===== config.mk =====
export PLATFORM = sky130hd
export DESIGN_NAME = block_allocator
export DESIGN_NICKNAME = d
export VERILOG_FILES = /design/src/rtl/block_allocator_pkg.sv /design/src/rtl/block_allocator.sv
export SDC_FILE = /design/constraint.sdc
export NUM_CORES = 1
export LEC_CHECK = 0
export CAP_MARGIN = 30
export CORE_MARGIN = 4
export CORE_UTILIZATION = 35
export DETAILED_ROUTE_END_ITERATION = 10
export PLACE_DENSITY_LB_ADDON = 0.3
export REMOVE_ABC_BUFFERS = 1
export SYNTH_ARGS = -nofsm -noshare
export SYNTH_HDL_FRONTEND = slang
export SYNTH_SLANG_ARGS = --single-unit
export TNS_END_PERCENT = 100

===== constraint.sdc =====
create_clock -name clock -period 7.1 [get_ports clock]
set_input_delay 1.065 -clock clock [delete_from_list [all_inputs] [get_ports clock]]
set_output_delay 1.065 -clock clock [all_outputs]
set_load 0.02 [all_outputs]

===== src/rtl/block_allocator_pkg.sv =====
// Shared definitions for the fixed-size block allocator: FSM state encoding,
// default geometry and the flag-word constants for the default RAM width.
package block_allocator_pkg;

  localparam int DEF_ADDR_W = 10;
  localparam int DEF_DATA_W = 32;
  localparam int DEF_STRIDE = 32;

  // Used flag lives in the top bit of each block's first word.
  localparam int                    FLAG_BIT  = DEF_DATA_W - 1;
  localparam logic [DEF_DATA_W-1:0] USED_WORD = 32'h8000_0000;
  localparam logic [DEF_DATA_W-1:0] FREE_WORD = 32'h0000_0000;

  typedef enum logic [3:0] {
    INIT   = 4'd0,
    IDLE   = 4'd1,
    A_FAIL = 4'd2,
    A_RD   = 4'd3,
    A_CHK  = 4'd4,
    A_WR   = 4'd5,
    F_ERR  = 4'd6,
    F_RD   = 4'd7,
    F_CHK  = 4'd8,
    F_WR   = 4'd9
  } state_e;

endpackage


===== src/rtl/block_allocator.sv =====
// Fixed-size block allocator over an external single-port synchronous RAM.
// Clears every block flag after reset, then serves alloc (next-fit scan with
// wrap-around, block 0 never handed out) and free (with alignment, null and
// double-free detection) through a ready/ack handshake. All outputs are
// registered; the RAM returns read data one cycle after mem_addr is seen.
module block_allocator
  import block_allocator_pkg::*;
#(
  parameter int ADDR_W = DEF_ADDR_W,
  parameter int DATA_W = DEF_DATA_W,
  parameter int STRIDE = DEF_STRIDE
) (
  input  logic                               clock,
  input  logic                               reset,
  output logic                               ready,
  input  logic                               alloc_req,
  output logic                               alloc_ack,
  output logic                               alloc_fail,
  output logic [ADDR_W-1:0]                  alloc_addr,
  input  logic                               free_req,
  input  logic [ADDR_W-1:0]                  free_addr,
  output logic                               free_ack,
  output logic                               free_err,
  output logic [ADDR_W-$clog2(STRIDE)-1:0]   free_count,
  output logic [ADDR_W-1:0]                  mem_addr,
  output logic [DATA_W-1:0]                  mem_wdata,
  output logic                               mem_wren,
  input  logic [DATA_W-1:0]                  mem_rdata
);

  localparam int OFF_W      = $clog2(STRIDE);
  localparam int BLK_W      = ADDR_W - OFF_W;
  localparam int NUM_BLOCKS = 2 ** BLK_W;
  localparam int FLAG_IDX   = DATA_W - 1;

  localparam logic [BLK_W-1:0]  FIRST_BLK = BLK_W'(1);
  localparam logic [BLK_W-1:0]  LAST_BLK  = BLK_W'(NUM_BLOCKS - 1);
  localparam logic [ADDR_W-1:0] OFF_MASK  = ADDR_W'(STRIDE - 1);
  localparam logic [DATA_W-1:0] USED_VAL  = {1'b1, {(DATA_W-1){1'b0}}};
  localparam logic [DATA_W-1:0] FREE_VAL  = {DATA_W{1'b0}};

  state_e              state_q;
  logic                ready_q;
  logic                alloc_ack_q;
  logic                alloc_fail_q;
  logic [ADDR_W-1:0]   alloc_addr_q;
  logic                free_ack_q;
  logic                free_err_q;
  logic [BLK_W-1:0]    free_count_q;
  logic [BLK_W-1:0]    ptr_q;
  logic [ADDR_W-1:0]   mem_addr_q;
  logic [DATA_W-1:0]   mem_wdata_q;
  logic                mem_wren_q;

  logic [BLK_W-1:0]    ptr_next_s;
  logic [ADDR_W-1:0]   ptr_base_s;
  logic [ADDR_W-1:0]   next_base_s;
  logic                free_bad_s;
  logic                unused_rdata_s;

  // Only the flag bit of a block's first word is meaningful here.
  assign unused_rdata_s = ^mem_rdata[DATA_W-2:0];

  // Pointer successor (wraps past the last block back to 1, skipping the
  // null block), base addresses, and the immediate free-address checks.
  always_comb begin
    if (ptr_q == LAST_BLK) begin
      ptr_next_s = FIRST_BLK;
    end else begin
      ptr_next_s = ptr_q + FIRST_BLK;
    end
    ptr_base_s  = ADDR_W'(ptr_q) << OFF_W;
    next_base_s = ADDR_W'(ptr_next_s) << OFF_W;
    free_bad_s  = ((free_addr & OFF_MASK) != '0) || ((free_addr >> OFF_W) == '0);
  end

  // Main controller: flag clearing, request arbitration, scan and free paths.
  always_ff @(posedge clock or posedge reset) begin
    if (reset) begin
      state_q      <= INIT;
      ready_q      <= 1'b0;
      alloc_ack_q  <= 1'b0;
      alloc_fail_q <= 1'b0;
      alloc_addr_q <= '0;
      free_ack_q   <= 1'b0;
      free_err_q   <= 1'b0;
      free_count_q <= '0;
      ptr_q        <= FIRST_BLK;
      mem_addr_q   <= '0;
      mem_wdata_q  <= '0;
      mem_wren_q   <= 1'b0;
    end else begin
      alloc_ack_q <= 1'b0;
      free_ack_q  <= 1'b0;
      mem_wren_q  <= 1'b0;
      case (state_q)
        INIT: begin
          // ptr doubles as the clear index; it ends back at block 1.
          mem_addr_q  <= ptr_base_s;
          mem_wdata_q <= FREE_VAL;
          mem_wren_q  <= 1'b1;
          ptr_q       <= ptr_next_s;
          if (ptr_q == LAST_BLK) begin
            free_count_q <= LAST_BLK;
            state_q      <= IDLE;
          end
        end
        IDLE: begin
          if (!ready_q) begin
            // Cycle after an ack (or after clearing): just reopen.
            ready_q <= 1'b1;
          end else if (free_req) begin
            ready_q    <= 1'b0;
            mem_addr_q <= free_addr;
            state_q    <= free_bad_s ? F_ERR : F_RD;
          end else if (alloc_req) begin
            ready_q <= 1'b0;
            if (free_count_q == '0) begin
              state_q <= A_FAIL;
            end else begin
              mem_addr_q <= ptr_base_s;
              state_q    <= A_RD;
            end
          end
        end
        A_FAIL: begin
          alloc_ack_q  <= 1'b1;
          alloc_fail_q <= 1'b1;
          state_q      <= IDLE;
        end
        A_RD: begin
          state_q <= A_CHK;
        end
        A_CHK: begin
          if (!mem_rdata[FLAG_IDX]) begin
            mem_wdata_q <= USED_VAL;
            mem_wren_q  <= 1'b1;
            state_q     <= A_WR;
          end else begin
            ptr_q      <= ptr_next_s;
            mem_addr_q <= next_base_s;
            state_q    <= A_RD;
          end
        end
        A_WR: begin
          alloc_ack_q  <= 1'b1;
          alloc_fail_q <= 1'b0;
          alloc_addr_q <= mem_addr_q;
          free_count_q <= free_count_q - FIRST_BLK;
          ptr_q        <= ptr_next_s;
          state_q      <= IDLE;
        end
        F_ERR: begin
          free_ack_q <= 1'b1;
          free_err_q <= 1'b1;
          state_q    <= IDLE;
        end
        F_RD: begin
          state_q <= F_CHK;
        end
        F_CHK: begin
          if (mem_rdata[FLAG_IDX]) begin
            mem_wdata_q <= FREE_VAL;
            mem_wren_q  <= 1'b1;
            state_q     <= F_WR;
          end else begin
            // Block already free: report a double free without writing.
            free_ack_q <= 1'b1;
            free_err_q <= 1'b1;
            state_q    <= IDLE;
          end
        end
        F_WR: begin
          free_ack_q   <= 1'b1;
          free_err_q   <= 1'b0;
          free_count_q <= free_count_q + FIRST_BLK;
          state_q      <= IDLE;
        end
        default: begin
          state_q      <= INIT;
          ready_q      <= 1'b0;
          free_count_q <= '0;
          ptr_q        <= FIRST_BLK;
        end
      endcase
    end
  end

  assign ready      = ready_q;
  assign alloc_ack  = alloc_ack_q;
  assign alloc_fail = alloc_fail_q;
  assign alloc_addr = alloc_addr_q;
  assign free_ack   = free_ack_q;
  assign free_err   = free_err_q;
  assign free_count = free_count_q;
  assign mem_addr   = mem_addr_q;
  assign mem_wdata  = mem_wdata_q;
  assign mem_wren   = mem_wren_q;

endmodule

== Yosys cells after proc, flatten, opt, wreduce, memory -nomap -nowiden ==
Index checks and enable logic that the tools add are counted.

* Input bits: 46
* Word-level logic and storage cells: 92
* Register bits: 72
* Output and inout port bits: 63

* Reductions and logical operators: 22
* Add/sub/neg operators: 3
* Equal/unequal tests: 18
* Bitwise operators: 2
* Multiplexer cells: 35

{| class="wikitable"
|+ Operators by type and width
! kind !! number
|-
| 32-bit case mux with 3 select lines || 1
|-
| 32-bit 2-to-1 mux || 2
|-
| 10-bit 2-to-1 mux || 5
|-
| 10-bit case mux with 3 select lines || 1
|-
| 4-bit case mux with 7 select lines || 1
|-
| 4-bit 2-to-1 mux || 5
|-
| 5-bit case mux with 4 select lines || 1
|-
| 4-bit by 3-bit == test with 1-bit output, second input constant || 4
|-
| 5-bit 2-to-1 mux || 3
|-
| 5-bit case mux with 3 select lines || 1
|-
| 7-bit OR reduction || 2
|-
| 2-bit inequality test, second input constant || 6
|-
| 5-bit by 1-bit adder with 5-bit output, second input constant || 2
|-
| 10-bit zero test || 1
|-
| 10-bit nonzero test || 1
|-
| 1-bit 2-to-1 mux || 9
|-
| 3-bit nonzero test || 3
|-
| 9-bit OR reduction || 1
|-
| 4-bit by 2-bit == test with 1-bit output, second input constant || 2
|-
| 4-bit == test, second input constant || 2
|-
| 3-bit inequality test, second input constant || 2
|-
| 1-bit case mux with 2 select lines || 3
|-
| 1-bit case mux with 3 select lines || 2
|-
| 2-bit AND reduction || 3
|-
| 13 further kinds || 17
|}

== Depth between registers and ports, before layout ==
* Word-level depth: 6
* Mapped depth: 10
* Depth with buffers taken out: 9

== Least setup slack after synthesis ==
No wires, ideal clock.

* Kind: register to register
* From: register state_q[3]
* To: register free_count_q[4] (netlist: free_count[4])
* Path buffers: 1
* Path slack: 4.744 ns
* Period minus slack after synthesis: 2.356 ns
* Arrival: 2.232 ns
* Stages on the path, launching flop included: 10
* Library setup time: 0.124 ns
* Required time: 6.976 ns
* Cells stage by stage: dfrtp_1 > buf_2 > clkinv_1 > or3_1 > ha_1 > nand2b_1 > a21oi_1 > mux2i_1 > nor2_1 > a211o_1

* Longest elaborated chain between the ends: 4
* Elaborated cells between the ends (all ways): 15
* Those cells by class: eq/ne (10); mux (1); bitwise (1); reduce/logical (3)

{| class="wikitable"
|+ Ends and longest elaborated chain
! item !! RTL line !! text
|-
| start: declaration || block_allocator.sv:42 || <nowiki>state_e state_q;</nowiki>
|-
| start signal: assignment || block_allocator.sv:115 || <nowiki>state_q <= free_bad_s ? F_ERR : F_RD;</nowiki>
|-
| parallel branches: the longest is 4 deep, another holds 7-bit OR reduction || n/a ||
|-
| end signal: assignment || block_allocator.sv:149 || <nowiki>free_count_q <= free_count_q - FIRST_BLK;</nowiki>
|-
| end signal: assignment || block_allocator.sv:176 || <nowiki>free_count_q <= free_count_q + FIRST_BLK;</nowiki>
|-
| end: declaration || block_allocator.sv:49 || <nowiki>logic [BLK_W-1:0] free_count_q;</nowiki>
|}

Parallel ways; which one is timed is not known.
A chain may end at the register's enable or synchronous reset.

== Worst setup path after layout ==
Ends and elaborated chain as after synthesis.

==> metrics.yaml <==
synthesis:
  synth-edff-count: 0
  synth_warnings: 0
  synth_ff_type: "dfrtp_1"
  synth_area_sq_mm: 0.00239
  syn_avg_cell_area_sq_um: 9.41
  synth_area_leaders: "dfrtp_1 42%, buf_4 10%, o21ai_0 4.8%"
  ys_seq_elements: 41
  yosysSeqAreaShare_pct: 43.0
  synth_top_area_share_pct: 41.9
  synth_cells: 254
  synth.distinct_cells: 46
  synth_top_cell_by_area: "dfrtp_1"
  async_flop_share_pct: 100
sta:
  finalSetupViolCount: 0
  final_max_slew_viol_count: 0
  setup_slack_ns: 4.09
  max_freq_mhz: 332
  setup_tns_ns: 0
  hold_violations: 0
  max-slew-margin-rel_pct: 43.5
  tightestPinTransition_ns: 0.847
  min_period_ns: 3.01
  skew_ns: 0.0107
  fin_crit_sh_pct: 42.5
  rsz0062_at_grt: "false"
floorplanning:
  die_h_um: 90.7
  num_rows: 29
  pin_count: 109
  initial_core_util_pct: 36.8
  chipWidth_um: 90.7
  coreArea_sq_mm: 0.00649
  fp.dieArea_sq_mm: 0.00822
cells_and_area:
  utilization_pct: 44.7
  drive_above_1_share_pct: 7.74
  final_nets: 348
  num_antenna_cells: 0
  syn_to_final_growth_pct: 21.3
pwr:
  leakage_nw: 1.30
  power_density_mw_per_mm2: 353
  peakVddDrop_mv: 0.108
clocking:
  clock-sinks: 41
  clock_path_buffers: 2
  cts_resized: 0
  path_clk_slew_ns: 0.09
  htreeDepth: 2
  cts_setup_buffers: 0
  numCtsBuffers: 5
  root_buffer: "clkbuf_8"
  clk_latency_ns: 0.30
  ctsHoldBuffers: 0
  cts_tree: "done"
global_route:
  grt_pass1_vias: 1853
  grt_max_degree: 42
  antenna_found_initial: 0
  grt_overflow: 0
  gr-usage-all-layers_pct: 13.3
  grt_pass1_wl_um: 9100
setup_path:
  path_buf_inv: 1
  critical_path_arrival_ns: 3.20
  criticalPathCategory: "reg -> reg"
  crit_chain: "clkinv_1 -> or3_1 -> ha_1 -> nand2b_1 -> a21oi_1 -> mux2i_1 -> nor2_1 -> a211o_1"
  slowest_stage: "dfrtp_1"
  start_kind: "register"
  cp.required_ns: 7.29
  crit_path_end_kind: "register"
  crit_path_max_incr_delay_ns: 0.70
  cp_max_fo: 17
  path_delay_family: "flip-flops"
detailed_routing:
  first_iter_violations: 101
  drtPass1Iterations: 4
  via_per_inst: 4.98
  vias: 1862
  drc: 0
  ant_nets: 0
  wl_um: 5280
  wl_per_cell_um: 14.1
hold_path:
  hp-class: "reg -> reg"
placement:
  place_ws_ns: 4.02
  io_buffer_count: 46
  place_congestion: 0.795
  dp_hpwl_um: 3910
outcome:
  outcome: "complete, no violations"
run:
  max-cap-violations: 0
per-stage QoR:
step                instances  power, mW  hold slack [ns]  instance area (sq um)
floorplan                 241      0.660            0.494                   2210
global placement          365      0.831            0.487                   2780
detailed placement        366      0.841            0.496                   2790
CTS                       374       1.04            0.516                   2900
global route              374       1.11            0.529                   2900
finish                    374       1.02            0.511                   2900
state kept, by name, indices dropped and copies added, names as in the netlist:
name        count
free_ack        1
ptr_q           5
alloc_addr     10
free_err        1
mem_addr       10
free_count      5
state_q         4
alloc_ack       1
ready           1
mem_wren        1
mem_wdata       1
alloc_fail      1
kinds of logic after synthesis:
| kind of cell | share of synthesized area [%] |
|---|---|
| buffers and inverters | 13.2 |
| other | 0.157 |
| and+or+nand+nor | 15.6 |
| xor gates and xnor gates | 1.10 |
| muxes | 7.22 |
| adders and majority gates | 3.45 |
| AOI/OAI and AO/OA | 16.2 |
| DFF | 43.0 |
final cells by class:
cell class,count,area [sq um]
Inverter,7,26.3
Fill cell,621,3590
Timing Repair Buffer,48,479
Tap cell,77,96.3
Clock inverter,3,43.8
Clock buffer,5,68.8
Multi-Input combinational cell,193,1160
Sequential cell,41,1030
cells in the final DEF, fill, tap and decap left out, types with 2 or more instances in the layout:
cell             Yosys  layout
nor2b_1              4       4
nand2b_1             3       3
a211oi_1             3       3
o31a_1               2       2
nand3_1              2       2
o211ai_1             2       2
nor2_1              24      24
o21ai_0             23      23
a21oi_1              8       8
nor4_1               2       2
mux2i_1              6       6
or4_1                4       4
nor3_1               5       5
a221oi_1             3       3
nor3b_1              2       2
xor2_1               2       2
inv_1                6       6
mux2_2              10      10
conb_1               1      31
a21o_1               4       4
clkbuf_8             0       5
nand2_1             26      26
a22o_1               2       2
ha_1                 5       5
dfrtp_1             40      40
clkdlybuf4s50_1      0      46
o22ai_1              5       5
metal layers:
layer,vias to the layer above,GRT usage (%),wire (um)
li1,915,-,-
met1,875,17.6,2420
met2,66,21.7,2520
met3,6,2.33,257
met4,0,4.85,86
met5,-,0,0
cells in the mapped netlist, types with 2 or more instances:
library cell and n:
buf_2 3, dfrtp_1 40, clkbuf_1 6, or4_1 4, xor2_1 2, nor3b_1 2
o21ai_0 23, nor2b_1 4, buf_4 33, nand2b_1 3, nand2_1 26, a221oi_1 3
a211oi_1 3, o211ai_1 2, o22ai_1 5, inv_1 6, mux2_2 10, a21oi_1 8
nor3_1 5, nor4_1 2, ha_1 5, a22o_1 2, a21o_1 4, nand3_1 2
nor2_1 24, o31a_1 2, mux2i_1 6
worst register-to-register path, cell delays in order (launching register included):
cell,delay [ns]
dfrtp_1,0.70
clkinv_1,0.41
or3_1,0.56
ha_1,0.37
nand2b_1,0.08
a21oi_1,0.24
mux2i_1,0.22
nor2_1,0.06
a211o_1,0.26
where the power goes:
group	total, mW	leakage [nW]	internal (mW)	switching (mW)
combinational	0.462	0.712	0.214	0.248
sequential	0.372	0.530	0.307	0.0651
clock	0.190	0.0585	0.105	0.0844
total	1.02	1.30	0.627	0.397
worst paths after layout:
check                                                from                         to  slack, ns  cells past startpoint
worst min-delay path            alloc_addr[3]$_DFFE_PP0P_  alloc_addr[3]$_DFFE_PP0P_       0.51                      1
worst max register to register     state_q[3]$_DFFE_PP0P_  free_count[4]$_DFFE_PP0P_       4.09                      8
worst max-delay path               state_q[3]$_DFFE_PP0P_  free_count[4]$_DFFE_PP0P_       4.09                      8
max in group asynchronous                           reset       ptr_q[0]$_DFFE_PP1P_       5.52                      3
min in group asynchronous                           reset    mem_addr[4]$_DFFE_PP0P_       1.19                      3
worst min register to register  alloc_addr[3]$_DFFE_PP0P_  alloc_addr[3]$_DFFE_PP0P_       0.51                      1
Note: power is estimated with default switching activity, not from simulation.
